File: src/rtl/multicycle_ctrl.sv
// Multi-cycle MIPS-subset control unit: five-state FSM that sequences fetch,
// decode, execute, memory and write-back, and counts retired instructions.
module multicycle_ctrl (
  input  logic        clk,
  input  logic        rst_n,
  input  logic [5:0]  opcode,
  input  logic [5:0]  funct,
  input  logic        zero,
  input  logic        mem_ready,
  output logic        pc_we,
  output logic        ir_we,
  output logic        mem_rd,
  output logic        mem_wr,
  output logic        reg_we,
  output logic [1:0]  reg_dst,
  output logic [1:0]  wb_sel,
  output logic [2:0]  alu_op,
  output logic        alu_src_b,
  output logic        ext_op,
  output logic [1:0]  pc_src,
  output logic        illegal,
  output logic [2:0]  state,
  output logic [31:0] retired
);

  // state  | meaning
  // FETCH  | read instruction, load IR and PC+4 on mem_ready
  // DECODE | route by opcode; j completes here, unsupported ops flagged
  // EXEC   | ALU operation; jr and beq complete here
  // MEM    | data read (lw) or write (sw), held until mem_ready
  // WB     | register-file write; jal also redirects the PC
  typedef enum logic [2:0] {
    S_FETCH  = 3'd0,
    S_DECODE = 3'd1,
    S_EXEC   = 3'd2,
    S_MEM    = 3'd3,
    S_WB     = 3'd4
  } state_e;

  localparam logic [5:0] OP_RTYPE = 6'b000000;
  localparam logic [5:0] OP_J     = 6'b000010;
  localparam logic [5:0] OP_JAL   = 6'b000011;
  localparam logic [5:0] OP_BEQ   = 6'b000100;
  localparam logic [5:0] OP_ADDIU = 6'b001001;
  localparam logic [5:0] OP_ORI   = 6'b001101;
  localparam logic [5:0] OP_LUI   = 6'b001111;
  localparam logic [5:0] OP_LW    = 6'b100011;
  localparam logic [5:0] OP_SW    = 6'b101011;
  localparam logic [5:0] FN_JR    = 6'b001000;

  localparam logic [2:0] ALU_ADD = 3'd0;
  localparam logic [2:0] ALU_SUB = 3'd1;
  localparam logic [2:0] ALU_AND = 3'd2;
  localparam logic [2:0] ALU_OR  = 3'd3;
  localparam logic [2:0] ALU_SLT = 3'd4;
  localparam logic [2:0] ALU_LUI = 3'd5;

  localparam logic [1:0] PC_BR   = 2'b01;
  localparam logic [1:0] PC_JUMP = 2'b10;
  localparam logic [1:0] PC_RS   = 2'b11;

  state_e      state_q, state_d;
  logic [31:0] retired_q;
  logic        retire;

  logic is_rtype, is_jr, is_r_alu, is_lw, is_sw, is_beq;
  logic is_addiu, is_ori, is_lui, is_j, is_jal, op_ok;
  logic [2:0] r_alu;

  logic pc_we_c, ir_we_c, mem_rd_c, mem_wr_c, reg_we_c, illegal_c;

  always_comb begin
    r_alu    = ALU_ADD;
    is_r_alu = 1'b1;
    case (funct)
      6'b100001: r_alu = ALU_ADD;
      6'b100011: r_alu = ALU_SUB;
      6'b100100: r_alu = ALU_AND;
      6'b100101: r_alu = ALU_OR;
      6'b101010: r_alu = ALU_SLT;
      default:   is_r_alu = 1'b0;
    endcase
  end

  assign is_rtype = (opcode == OP_RTYPE);
  assign is_jr    = is_rtype && (funct == FN_JR);
  assign is_lw    = (opcode == OP_LW);
  assign is_sw    = (opcode == OP_SW);
  assign is_beq   = (opcode == OP_BEQ);
  assign is_addiu = (opcode == OP_ADDIU);
  assign is_ori   = (opcode == OP_ORI);
  assign is_lui   = (opcode == OP_LUI);
  assign is_j     = (opcode == OP_J);
  assign is_jal   = (opcode == OP_JAL);
  assign op_ok    = (is_rtype && (is_r_alu || is_jr)) || is_lw || is_sw ||
                    is_beq || is_addiu || is_ori || is_lui;

  always_comb begin
    state_d   = S_FETCH;
    pc_we_c   = 1'b0;
    ir_we_c   = 1'b0;
    mem_rd_c  = 1'b0;
    mem_wr_c  = 1'b0;
    reg_we_c  = 1'b0;
    illegal_c = 1'b0;
    reg_dst   = 2'b00;
    wb_sel    = 2'b00;
    alu_op    = ALU_ADD;
    alu_src_b = 1'b0;
    ext_op    = 1'b0;
    pc_src    = 2'b00;
    retire    = 1'b0;
    case (state_q)
      S_FETCH: begin
        mem_rd_c = 1'b1;
        state_d  = S_FETCH;
        if (mem_ready) begin
          ir_we_c = 1'b1;
          pc_we_c = 1'b1;
          state_d = S_DECODE;
        end
      end
      S_DECODE: begin
        if (is_j) begin
          pc_we_c = 1'b1;
          pc_src  = PC_JUMP;
          retire  = 1'b1;
        end else if (is_jal) begin
          state_d = S_WB;
        end else if (op_ok) begin
          state_d = S_EXEC;
        end else begin
          illegal_c = 1'b1;
        end
      end
      S_EXEC: begin
        if (is_jr) begin
          pc_we_c = 1'b1;
          pc_src  = PC_RS;
          retire  = 1'b1;
        end else if (is_rtype && is_r_alu) begin
          alu_op  = r_alu;
          state_d = S_WB;
        end else if (is_lw || is_sw || is_addiu) begin
          alu_src_b = 1'b1;
          ext_op    = 1'b1;
          state_d   = is_addiu ? S_WB : S_MEM;
        end else if (is_ori) begin
          alu_op    = ALU_OR;
          alu_src_b = 1'b1;
          state_d   = S_WB;
        end else if (is_lui) begin
          alu_op    = ALU_LUI;
          alu_src_b = 1'b1;
          state_d   = S_WB;
        end else if (is_beq) begin
          // pc_src names the branch path throughout; zero alone decides the write
          alu_op  = ALU_SUB;
          pc_we_c = zero;
          pc_src  = PC_BR;
          retire  = 1'b1;
        end
      end
      S_MEM: begin
        mem_rd_c = is_lw;
        mem_wr_c = is_sw;
        if (is_lw || is_sw) begin
          if (!mem_ready)  state_d = S_MEM;
          else if (is_lw)  state_d = S_WB;
          else             retire  = 1'b1;
        end
      end
      S_WB: begin
        retire = 1'b1;
        if (is_rtype && is_r_alu) begin
          reg_we_c = 1'b1;
          reg_dst  = 2'b01;
        end else if (is_addiu || is_ori || is_lui) begin
          reg_we_c = 1'b1;
        end else if (is_lw) begin
          reg_we_c = 1'b1;
          wb_sel   = 2'b01;
        end else if (is_jal) begin
          reg_we_c = 1'b1;
          reg_dst  = 2'b10;
          wb_sel   = 2'b10;
          pc_we_c  = 1'b1;
          pc_src   = PC_JUMP;
        end
      end
      default: state_d = S_FETCH;
    endcase
  end

  always_ff @(posedge clk or negedge rst_n) begin
    if (!rst_n) begin
      state_q   <= S_FETCH;
      retired_q <= 32'd0;
    end else begin
      state_q <= state_d;
      if (retire) retired_q <= retired_q + 32'd1;
    end
  end

  // Strobes are gated by rst_n so an asserted reset silences them without a clock.
  assign pc_we   = pc_we_c   & rst_n;
  assign ir_we   = ir_we_c   & rst_n;
  assign mem_rd  = mem_rd_c  & rst_n;
  assign mem_wr  = mem_wr_c  & rst_n;
  assign reg_we  = reg_we_c  & rst_n;
  assign illegal = illegal_c & rst_n;
  assign state   = state_q;
  assign retired = retired_q;

endmodule

File: config.mk
export PLATFORM = sky130hd
export DESIGN_NAME = multicycle_ctrl
export DESIGN_NICKNAME = d
export VERILOG_FILES = /design/src/rtl/multicycle_ctrl.sv
export SDC_FILE = /design/constraint.sdc
export NUM_CORES = 1
export LEC_CHECK = 0
export ABC_CLOCK_PERIOD_IN_PS = 3100
export CAP_MARGIN = 10
export CELL_PAD_IN_SITES_DETAIL_PLACEMENT = 1
export CELL_PAD_IN_SITES_GLOBAL_PLACEMENT = 2
export CORE_MARGIN = 3
export CORE_UTILIZATION = 37
export DETAILED_ROUTE_END_ITERATION = 6
export DONT_BUFFER_PORTS = 1
export PLACE_DENSITY = 0.82
export SYNTH_ARGS = -nofsm -noshare
export SYNTH_HDL_FRONTEND = slang
export SYNTH_SLANG_ARGS = --single-unit
File: constraint.sdc
create_clock -name clk -period 3.1 [get_ports clk]
set_input_delay 0.62 -clock clk [delete_from_list [all_inputs] [get_ports clk]]
set_output_delay 0.62 -clock clk [all_outputs]
set_load 0.01 [all_outputs]
==> impl_results.md, run 1 <==
* Status: completed
* Slew HR at a little over a third
* #FFs+latches synth at 35
* Top_reg_cell synth: dfrtp_1
* Gr usage total at 18.3%
* Reg clk slew, reported paths at about 0.070 ns
* RR Startpoint: state[1]$_DFF_PN0_
* Starting Density at 38.7%
* Post-CTS Setup Repair Bufs at 0
* Fmax at between 300 and 400 MHz
* Root Driver: clkbuf_8
* Worst Tran Pin Value at roughly 0.96 ns
* Design internal power at roughly 0.67 mW
* Yosys cell types at 50
* FF-to-FF End: retired[28]$_DFFE_PN0P_
* Sequential share of the synthesized area at between 30 and 40%
* Drt pass-1 iters at 4
* Area grow syn2layout at 7.67%
* Area taken by multi-input logic gates at 1340 sq um
* Die Y-Extent at roughly 85 um
* Clock sink count at 35
* Cells on worst reg2reg path at 5
* Crit-path max cell delay at approximately 0.53 ns
* Die width at roughly 85 um
* Worst Path Max Fanout at 8
* Register Area at between 800 and 900 sq um
* # IOs at 68
* Hold Crit Class: in2async
* Core footprint at approximately 6000 sq um
* Vias/cell at about 6
* WP buf/inv at 1
* CP top delay family: simple AND/OR/NAND/NOR gates
* Final setup viols at 0
* Worst Skew at about 0.0069 ns
* Number of hold buffers added after CTS at 0
* Slew Viols, Final at 0
* DIE AREA at 7300 sq um
* Comb power frac at a little under a tenth
* Vias in the first global route at approximately 2100
* Critical path required time at 2.48 ns
* RSZ-0062 raised after global routing: false
* Sw Share at 26.7%
* Synth async-reset ratio at 100%
* Via count at ~2000
* Antenna diode count at 0
* Critical Path AT at 2.10 ns
* Commonest non-fill, non-tap cell in the layout: dfrtp_1
* Synth Net Count at between 200 and 300
* Num rows at 28
* Tot Pwr at ~0.9 mW
* Crit Path Category: in2out
* CP Capture Type: output pin
* Routed WL per cell at 19.3 um
* Drt drc at 0
* Max IR drop VDD at 0.191 mV
* Global-route wire length before repair at 10800 um
* Post-CTS Resized at 0
* Iter 0 DRT Violations at between 90 and 100
* Slowest CP cell: or4b_4
* DP HPWL at ~4900 um
* Levels on crit path at 4
* # fillers at around 710
* # nets final at ~270
* Crit path time final at about 2.7 ns
* Cts bufs inserted at 5
* Avg Inst Size Synth at just over 9 sq um
* Max-Cap Viols at 0
* Reg2Reg Setup Slack at 0.63 ns
* Layout cells sized above 1 at about an eighth
* Power density cells at roughly 360 nW/um^2
* Grt ovf at 0
* Crit path launch type: input port
* Clock tree buffer depth at 2
* Endpoints failing hold at 0
* Synth warn at 0
* Pleak at between 0.8 and 0.9 nW
* Fin crit share at between 80% and 90%
* Critical path, cell by cell: or4b_4, o31a_1, or3_1, clkinv_2
* Synth Instances at 250
* GPL Wtd Cong at between 0.7 and 0.8
* Antenna viol nets, final at 0
* CTS tree: done
* Sequential power share at 56.2%
* Clock H-tree levels at 2
* Pin count of the biggest net entering global routing at 40
* I/O Buffers at 0
* Number of flops mapped to enable cells by yosys at 0
* Setup tns final at 0 ns
* Most frequent cells in the layout: dfrtp_1 (35), nand2_1 (23), xor2_1 (17)
* Syn Std Cell Area at roughly 2300 sq um
* Final WL at 6380 um
* Initial antenna violation count at 0
* Clk pwr share at roughly a third
* Net Switching at between 0.2 and 0.25 mW
* Clk_lat worst skew at 0.29 ns
==> metal layers <==
layer  part of all wire [%]  track usage (%)
met1                     43             22.8
met2                     50             30.6
met3                    6.7             6.50
met4                   0.56             3.45
met5                      0                0
==> per-stage QoR <==
step	utilization, %	setup slack (ns)	cell area (sq um)	hold slack (ns)	instances
floorplan	-	0.0942	2330	0.324	250
global placement	40.3	0.392	2430	0.326	323
detailed placement	40.3	0.339	2430	0.326	323
CTS	41.7	0.381	2510	0.0145	331
global route	41.7	0.250	2510	0.00394	331
finish	41.7	0.383	2510	0.0211	331
==> cells in the mapped netlist, drive strengths merged, types with 2 or more instances <==
cell type	count	area, sq um
nor3b	5	37.5
o2111ai	7	61.3
nand2b	5	31.3
and4	4	35.0
nand3b	5	37.5
a211oi	7	77.6
buf	7	56.3
nand2	23	86.3
nor3	8	40.0
a21oi	16	80.1
nor2b	4	25.0
xnor2	15	131
xor2	17	149
nand4	5	31.3
a2111oi	4	72.6
and2	3	18.8
or4	2	15.0
inv	8	30.0
a2111o	2	22.5
dfrtp	35	876
nand3	15	75.1
o311a	2	20.0
or2	3	18.8
o211ai	4	30.0
or3	2	12.5
and3	3	18.8
nor2	10	37.5
clkbuf	6	22.5
o21ai	6	30.0
nor4	2	18.8
==> kinds of logic after synthesis <==
family	Yosys count	synth area share (%)
fa+ha+maj	1	0.536
mux	1	0.483
compound gates	58	20.5
simple gates	101	24.1
xor+xnor	32	12.0
buf+inv	22	4.88
flops	35	37.5
==> flip-flops by register name, indices dropped and copies added, names as in the netlist <==
| name | flops |
|---|---|
| retired | 32 |
| state | 3 |
==> worst max path at each step <==
stage	startpoint	endpoint	slack, ns
2_1_floorplan	opcode[5]	pc_we	0.09
3_3_place_gp	funct[0]	retired[31]$_DFFE_PN0P_	0.39
3_5_place_dp	funct[0]	retired[31]$_DFFE_PN0P_	0.34
4_1_cts	funct[0]	pc_src[0]	0.38
5_1_grt	state[0]$_DFF_PN0_	pc_we	0.25
6_report	funct[0]	pc_src[0]	0.38
==> final cells by class <==
| type | instances | area share, % |
|---|---|---|
| clock buffer | 7 | 3.04 |
| clock inverter | 1 | 0.199 |
| timing repair buffer | 11 | 3.29 |
| sequential | 35 | 34.9 |
| inverter | 9 | 1.39 |
| multi-input combinational | 193 | 53.5 |
| tap | 75 | 3.74 |
==> worst reg2reg max path: stages, from the launching register on <==
cell       delay [ns]
dfrtp_1          0.58
nand2_1          0.12
or4_1            0.53
o311a_1          0.46
a2111oi_2        0.53
xor2_1           0.19
==> power by group through the flow <==
stage               logic [mW]  clock network, mW  registers (mW)
detailed placement      0.0868                  0           0.521
finish                  0.0860              0.312           0.511
global route            0.0991              0.349           0.516
global placement        0.0847                  0           0.520
CTS                     0.0872              0.323           0.512
floorplan               0.0756                  0           0.509
Power figures use the tool's default switching activity.
==> inputs of run 2 (changes only) <==
--- a/config.mk
+++ b/config.mk
@@ -5,7 +5,6 @@
 export SDC_FILE = /design/constraint.sdc
 export NUM_CORES = 1
 export LEC_CHECK = 0
-export ABC_CLOCK_PERIOD_IN_PS = 3100
 export CAP_MARGIN = 10
 export CELL_PAD_IN_SITES_DETAIL_PLACEMENT = 1
 export CELL_PAD_IN_SITES_GLOBAL_PLACEMENT = 2
@@ -14,6 +13,7 @@
 export DETAILED_ROUTE_END_ITERATION = 6
 export DONT_BUFFER_PORTS = 1
 export PLACE_DENSITY = 0.82
+export SKIP_CTS_REPAIR_TIMING = 1
 export SYNTH_ARGS = -nofsm -noshare
 export SYNTH_HDL_FRONTEND = slang
 export SYNTH_SLANG_ARGS = --single-unit
==> results of run 2 <==
The final DEF is identical to that of run 1; final timing and power are the same.
